## config.mk

```make
export PLATFORM = sky130hd
export DESIGN_NAME = seg7_scan_ctrl
export DESIGN_NICKNAME = d
export VERILOG_FILES = /design/src/rtl/seg7_scan_ctrl.sv
export SDC_FILE = /design/constraint.sdc
export NUM_CORES = 1
export LEC_CHECK = 0
export CAP_MARGIN = 10
export CORE_ASPECT_RATIO = 1.1
export CORE_MARGIN = 5
export CORE_UTILIZATION = 57
export CTS_CLUSTER_DIAMETER = 200
export DETAILED_ROUTE_END_ITERATION = 16
export PLACE_DENSITY_LB_ADDON = 0.12
export SLEW_MARGIN = 20
export SYNTH_ARGS = -nofsm -noshare
export SYNTH_HDL_FRONTEND = slang
export SYNTH_SLANG_ARGS = --single-unit
```

## constraint.sdc

```tcl
create_clock -name FPGA_CLK -period 3 [get_ports FPGA_CLK]
set_input_delay 0.6 -clock FPGA_CLK [delete_from_list [all_inputs] [get_ports FPGA_CLK]]
set_output_delay 0.6 -clock FPGA_CLK [all_outputs]
set_load 0.02 [all_outputs]
```

## src/rtl/seg7_scan_ctrl.sv

```systemverilog
// seg7_scan_ctrl
// Time-multiplexed driver for a shared 4-digit seven-segment bus. Each digit
// is strobed for SCAN_CNT cycles, followed by BLANK_CNT dark cycles, to stop
// ghosting. New content is staged in a pending set and moved to the shadow
// set only at the frame boundary, so a frame never mixes old and new values.
module seg7_scan_ctrl #(
  parameter int SCAN_CNT  = 50000,
  parameter int BLANK_CNT = 500
) (
  input  logic        FPGA_CLK,
  input  logic        RESET_BUT,
  input  logic [15:0] data,
  input  logic [3:0]  dots,
  input  logic [3:0]  en_mask,
  input  logic        lz_blank,
  input  logic        load,
  output logic        load_ack,
  output logic        frame_tick,
  output logic [6:0]  segment,
  output logic        dot_n,
  output logic [3:0]  dig_n
);

  localparam int MAX_CNT = (SCAN_CNT > BLANK_CNT) ? SCAN_CNT : BLANK_CNT;
  localparam int CW      = (MAX_CNT > 2) ? $clog2(MAX_CNT) : 1;
  localparam logic [CW-1:0] SCAN_LAST  = CW'(SCAN_CNT - 1);
  localparam logic [CW-1:0] BLANK_LAST = CW'(BLANK_CNT - 1);

  typedef enum logic {
    ST_ACTIVE = 1'b0,
    ST_BLANK  = 1'b1
  } state_t;

  // Active-low hex decode, bit order {a,b,c,d,e,f,g}.
  function automatic logic [6:0] seg_decode(input logic [3:0] nib);
    logic [6:0] s;
    case (nib)
      4'h0: s = 7'h01;
      4'h1: s = 7'h4F;
      4'h2: s = 7'h12;
      4'h3: s = 7'h06;
      4'h4: s = 7'h4C;
      4'h5: s = 7'h24;
      4'h6: s = 7'h20;
      4'h7: s = 7'h0F;
      4'h8: s = 7'h00;
      4'h9: s = 7'h04;
      4'hA: s = 7'h08;
      4'hB: s = 7'h60;
      4'hC: s = 7'h31;
      4'hD: s = 7'h42;
      4'hE: s = 7'h30;
      default: s = 7'h38;
    endcase
    return s;
  endfunction

  // A digit is a leading zero when it and every higher nibble are zero.
  // Digit 0 is always shown so a value of zero still reads "0".
  function automatic logic is_leading_zero(input logic [15:0] d, input logic [1:0] idx);
    logic z;
    case (idx)
      2'd3:    z = (d[15:12] == 4'h0);
      2'd2:    z = (d[15:8]  == 8'h00);
      2'd1:    z = (d[15:4]  == 12'h000);
      default: z = 1'b0;
    endcase
    return z;
  endfunction

  // Scan FSM position
  state_t          state_p0, state_nx;
  logic [1:0]      idx_p0, idx_nx;
  logic [CW-1:0]   cnt_p0, cnt_nx;
  logic            boundary;

  // Pending (staged) set
  logic [15:0]     pd_data;
  logic [3:0]      pd_dots;
  logic [3:0]      pd_mask;
  logic            pd_lz;
  logic            pend;

  // Shadow (displayed) set
  logic [15:0]     sh_data;
  logic [3:0]      sh_dots;
  logic [3:0]      sh_mask;
  logic            sh_lz;
  logic            ack_p0;

  // Output-stage combinational view of the current position
  logic [3:0]      nib;
  logic            lit;

  // FSM state register: reset parks the scan at the start of digit 0.
  always_ff @(posedge FPGA_CLK or negedge RESET_BUT) begin
    if (!RESET_BUT) begin
      state_p0 <= ST_ACTIVE;
      idx_p0   <= 2'd0;
      cnt_p0   <= '0;
    end else begin
      state_p0 <= state_nx;
      idx_p0   <= idx_nx;
      cnt_p0   <= cnt_nx;
    end
  end

  // Next-state: ACTIVE(idx) for SCAN_CNT cycles, BLANK(idx) for BLANK_CNT,
  // then the next digit; leaving BLANK(3) is the frame boundary.
  always_comb begin
    state_nx = state_p0;
    idx_nx   = idx_p0;
    cnt_nx   = cnt_p0 + CW'(1);
    boundary = 1'b0;
    case (state_p0)
      ST_ACTIVE: begin
        if (cnt_p0 == SCAN_LAST) begin
          state_nx = ST_BLANK;
          cnt_nx   = '0;
        end
      end
      default: begin
        if (cnt_p0 == BLANK_LAST) begin
          state_nx = ST_ACTIVE;
          idx_nx   = idx_p0 + 2'd1;
          cnt_nx   = '0;
          boundary = (idx_p0 == 2'd3);
        end
      end
    endcase
  end

  // Pending data capture: last load wins, no reset needed since pend gates it.
  always_ff @(posedge FPGA_CLK) begin
    if (load) begin
      pd_data <= data;
      pd_dots <= dots;
      pd_mask <= en_mask;
      pd_lz   <= lz_blank;
    end
  end

  // Pending flag: set by load, cleared at every boundary (a load on the
  // boundary cycle bypasses straight into the shadow set instead).
  always_ff @(posedge FPGA_CLK or negedge RESET_BUT) begin
    if (!RESET_BUT) begin
      pend <= 1'b0;
    end else if (boundary) begin
      pend <= 1'b0;
    end else if (load) begin
      pend <= 1'b1;
    end
  end

  // Shadow update at the frame boundary, with one ack flag per boundary.
  always_ff @(posedge FPGA_CLK or negedge RESET_BUT) begin
    if (!RESET_BUT) begin
      sh_data <= 16'h0000;
      sh_dots <= 4'h0;
      sh_mask <= 4'hF;
      sh_lz   <= 1'b0;
      ack_p0  <= 1'b0;
    end else begin
      ack_p0 <= 1'b0;
      if (boundary) begin
        if (load) begin
          sh_data <= data;
          sh_dots <= dots;
          sh_mask <= en_mask;
          sh_lz   <= lz_blank;
          ack_p0  <= 1'b1;
        end else if (pend) begin
          sh_data <= pd_data;
          sh_dots <= pd_dots;
          sh_mask <= pd_mask;
          sh_lz   <= pd_lz;
          ack_p0  <= 1'b1;
        end
      end
    end
  end

  // ---- output stage: registered pins derived from the current position ----

  // Select the nibble of the digit being scanned and decide if it lights.
  always_comb begin
    nib = sh_data[{idx_p0, 2'b00} +: 4];
    lit = (state_p0 == ST_ACTIVE) && sh_mask[idx_p0]
          && !(sh_lz && is_leading_zero(sh_data, idx_p0));
  end

  // Output registers: all pins dark and pulses low while in reset.
  always_ff @(posedge FPGA_CLK or negedge RESET_BUT) begin
    if (!RESET_BUT) begin
      dig_n      <= 4'hF;
      segment    <= 7'h7F;
      dot_n      <= 1'b1;
      frame_tick <= 1'b0;
      load_ack   <= 1'b0;
    end else begin
      dig_n      <= lit ? ~(4'b0001 << idx_p0) : 4'hF;
      segment    <= lit ? seg_decode(nib) : 7'h7F;
      dot_n      <= lit ? ~sh_dots[idx_p0] : 1'b1;
      frame_tick <= (state_p0 == ST_ACTIVE) && (idx_p0 == 2'd0) && (cnt_p0 == '0);
      load_ack   <= ack_p0;
    end
  end

endmodule

```

==> impl_metrics.toml <==
[critical_path]
regToRegSetupSlack_ns = 0.63
crit_slowest_cell = "dfrtp_1"
r2r-start = "idx_p0[0]"
r2r-end = "segment[4]"
critPathLaunchType = "flop"
crit_chain = "clkinv_1, ha_1, a211oi_1, o311a_1, o311ai_0"
r2r_cells = 5
end_kind = "flop"
critPathKind = "flop to flop"
max_stage_delay_ns = 0.64
worstPathArrival_ns = 2.60
critPathMaxFanout = 12
required_ns = 3.24

[power_and_ir_drop]
vdd_drop_max_mv = 0.433
leakagePower_nw = 1.99
cellPowerDensity_mw_per_mm2 = 485
clkPwrFrac_pct = 36.4
p_total_mw = 2.41
combPwrFrac_pct = 9.4
p_int_mw = 1.85
switchingPower_mw = 0.565
swShare_pct = 23.4
p_seq_share_pct = 54.2

[synth]
synthFlopType = "dfrtp_1"
synth_top_area_share_pct = 25.8
synth_most_common_cell = "nor2_1"
synth_area_per_cell_um2 = 10.3
synth-edff-count = 25
syn-cell-area_mm2 = 0.00427
synth_cell_types = 46
synth_seq_cells = 85
synth_commonest_cells = "nor2_1, dfrtp_1, a21oi_1, edfxtp_1"
synth_nets = 456
synth_area_leaders = "dfrtp_1, edfxtp_1, dfstp_2"
synth-warning-count = 0
synth_largest_area_cell = "dfrtp_1"
synth-async-reset-ratio_pct = 70.6
postSynthCellCount = 415
synth_seq_area_share_pct = 53.2

[cells_and_area]
postLayoutCoreUtil_pct = 67.3
n_fill_cell = 594
n_antenna_cell = 0
synthToLayoutAreaGrowth_pct = 16.3
nets = 495
design_area_mm2 = 0.00497
final_layout_size_suffix_gt1_share_pct = 13.7

[clocking]
clkLatencyLatePin_ns = 0.35
cts_buffers = 9
cts_sinks = 85
hold_buffers = 0
postCtsSetupBuffers = 0
ctsHtreeMaxLevel = 3
cts_resized = 0
cts_tree = "done"
clockBufferDepth = 2
clk_pin_slew_ns = 0.09
root_buffer = "clkbuf_8"

[sta]
slew_violations = 0
tightest_slew_ns = 0.732
fin_crit_ns = 2.37
timing.slew.headroom_pct = 51.1
timing.final.crit_share_pct = 79.0
fmax_ghz = 0.422
grt_setup_unrepaired = "no"
hold_viol = 0
setup_viol = 0
fin_tns_setup_ns = 0
fin_ws_ns = 0.631
finClkSkew_ns = 0.00981

[route]
avgViaCountPerCell = 5.83
drcViolationCount = 0
final_antenna_net_count = 0
wl_per_cell_um = 16.4
drt_wl_total_um = 8980
dr.pass1.iters = 5
first_iter_violations = 242
vias = 3182

[floorplanning]
pin_count = 42
core_mm2 = 0.00739
die_width_um = 92.6
dieHeight_um = 101
die_area_mm2 = 0.00933
start_util_pct = 57.8
rows = 33

[global_routing]
grt_start_max_net_pins = 52
grtUsageTotal_pct = 20.4
grt_pass1_vias = 3059
grt_pass1_wl_um = 15100
grt_overflow = 0
grt_antenna_before_repair = 0

[min_path]
hold_class = "primary input to asynchronous set/reset pin"

[outcome]
outcome = "completed"

[placed_design]
globalplace.congestion = 0.796
port-buffer-count = 41
place_ws_ns = 0.662
dpl_cell_area_mm2 = 0.00476
hpwlAfterDp_um = 6050

[flow_run]
drv_cap = 0
[critical path, delay by kind of cell, from the launching register on]
family	cells	cell delay, ns
AO/OA/AOI/OAI	3	0.91
flip-flops	1	0.64
buffers and inverters	1	0.38
adder cells (fa/ha/maj)	1	0.34
[metal layers]
metal | share of wire, % | vias up | global-route usage, %
met4 | 0.82 | 0 | 5.14
met5 | 0 | - | 0
met2 | 50 | 87 | 33.5
met1 | 45 | 1567 | 27.8
met3 | 4.6 | 6 | 4.63
li1 | - | 1522 | -
[logic make-up (layout without fill, tap and decap cells)]
family	count (synthesis)	count (layout)	synth area share [%]
fa+ha+maj	13	13	3.81
buf+inv	30	74	3.13
mux	13	13	4.33
flops	85	85	53.2
simple gates	205	205	25.1
xor+xnor	17	17	3.48
compound gates	52	52	7.03
[worst max path at each step]
stage	from	end	depth (start not counted)
finish	idx_p0[0]	segment[4]	5
global route	idx_p0[0]	segment[4]	5
CTS	idx_p0[0]	segment[4]	5
detailed placement	idx_p0[0]	segment[4]	5
global placement	idx_p0[0]	segment[4]	5
floorplan	cnt_p0[9]	sh_data[6]	7
[sequential cells by signal (all words and copies together), names as in the netlist]
name and flops:
pd_mask 4, sh_lz 1, frame_tick 1, load_ack 1, segment 7, dig_n 4, pend 1, sh_dots 4
pd_data 16, ack_p0 1, sh_mask 4, cnt_p0 16, state_p0 1, pd_lz 1, pd_dots 4, sh_data 16
idx_p0 2, dot_n 1
[per-stage QoR]
step | hold WS (ns) | std cells
3_5_place_dp | 0.350 | 530
6_report | 0.285 | 546
5_1_grt | 0.338 | 546
2_1_floorplan | 0.304 | 415
4_1_cts | 0.298 | 546
3_3_place_gp | 0.333 | 530
[power groups by stage]
stage	Sequential, mW	Clock (mW)	Combinational [mW]
3_5_place_dp	1.33	0	0.229
3_3_place_gp	1.33	0	0.225
4_1_cts	1.31	0.893	0.230
2_1_floorplan	1.33	0	0.100
5_1_grt	1.31	0.944	0.250
6_report	1.31	0.878	0.228
[final cells by class]
class                      count  area (µm²)  share of cell area, %
sequential                    85        2270                   45.7
inverter                       9        33.8                  0.680
clock inverter                 6        87.6                   1.76
timing repair buffer          49         473                   9.51
clock buffer                  10         128                   2.57
tap                           87         109                   2.19
multi-input combinational    300        1870                   37.6
[placed cells by master (no fill, tap or decap), types with 5 or more instances in the layout]
| cell | count |
|---|---|
| clkdlybuf4s50_1 | 39 |
| mux2i_1 | 5 |
| dfrtp_1 | 44 |
| a21oi_1 | 29 |
| inv_1 | 8 |
| nand4b_1 | 5 |
| nor3_2 | 13 |
| o22ai_1 | 5 |
| edfxtp_1 | 25 |
| ha_1 | 13 |
| nor2_1 | 101 |
| nor3b_1 | 20 |
| clkbuf_8 | 9 |
| nand3_1 | 10 |
| xor2_1 | 9 |
| buf_4 | 7 |
| dfstp_2 | 16 |
| nand2_1 | 20 |
| nor3_1 | 10 |
| xnor2_1 | 8 |
| nor4_1 | 6 |
| o21ai_0 | 8 |
No activity file was read; power rests on OpenSTA's default activity.
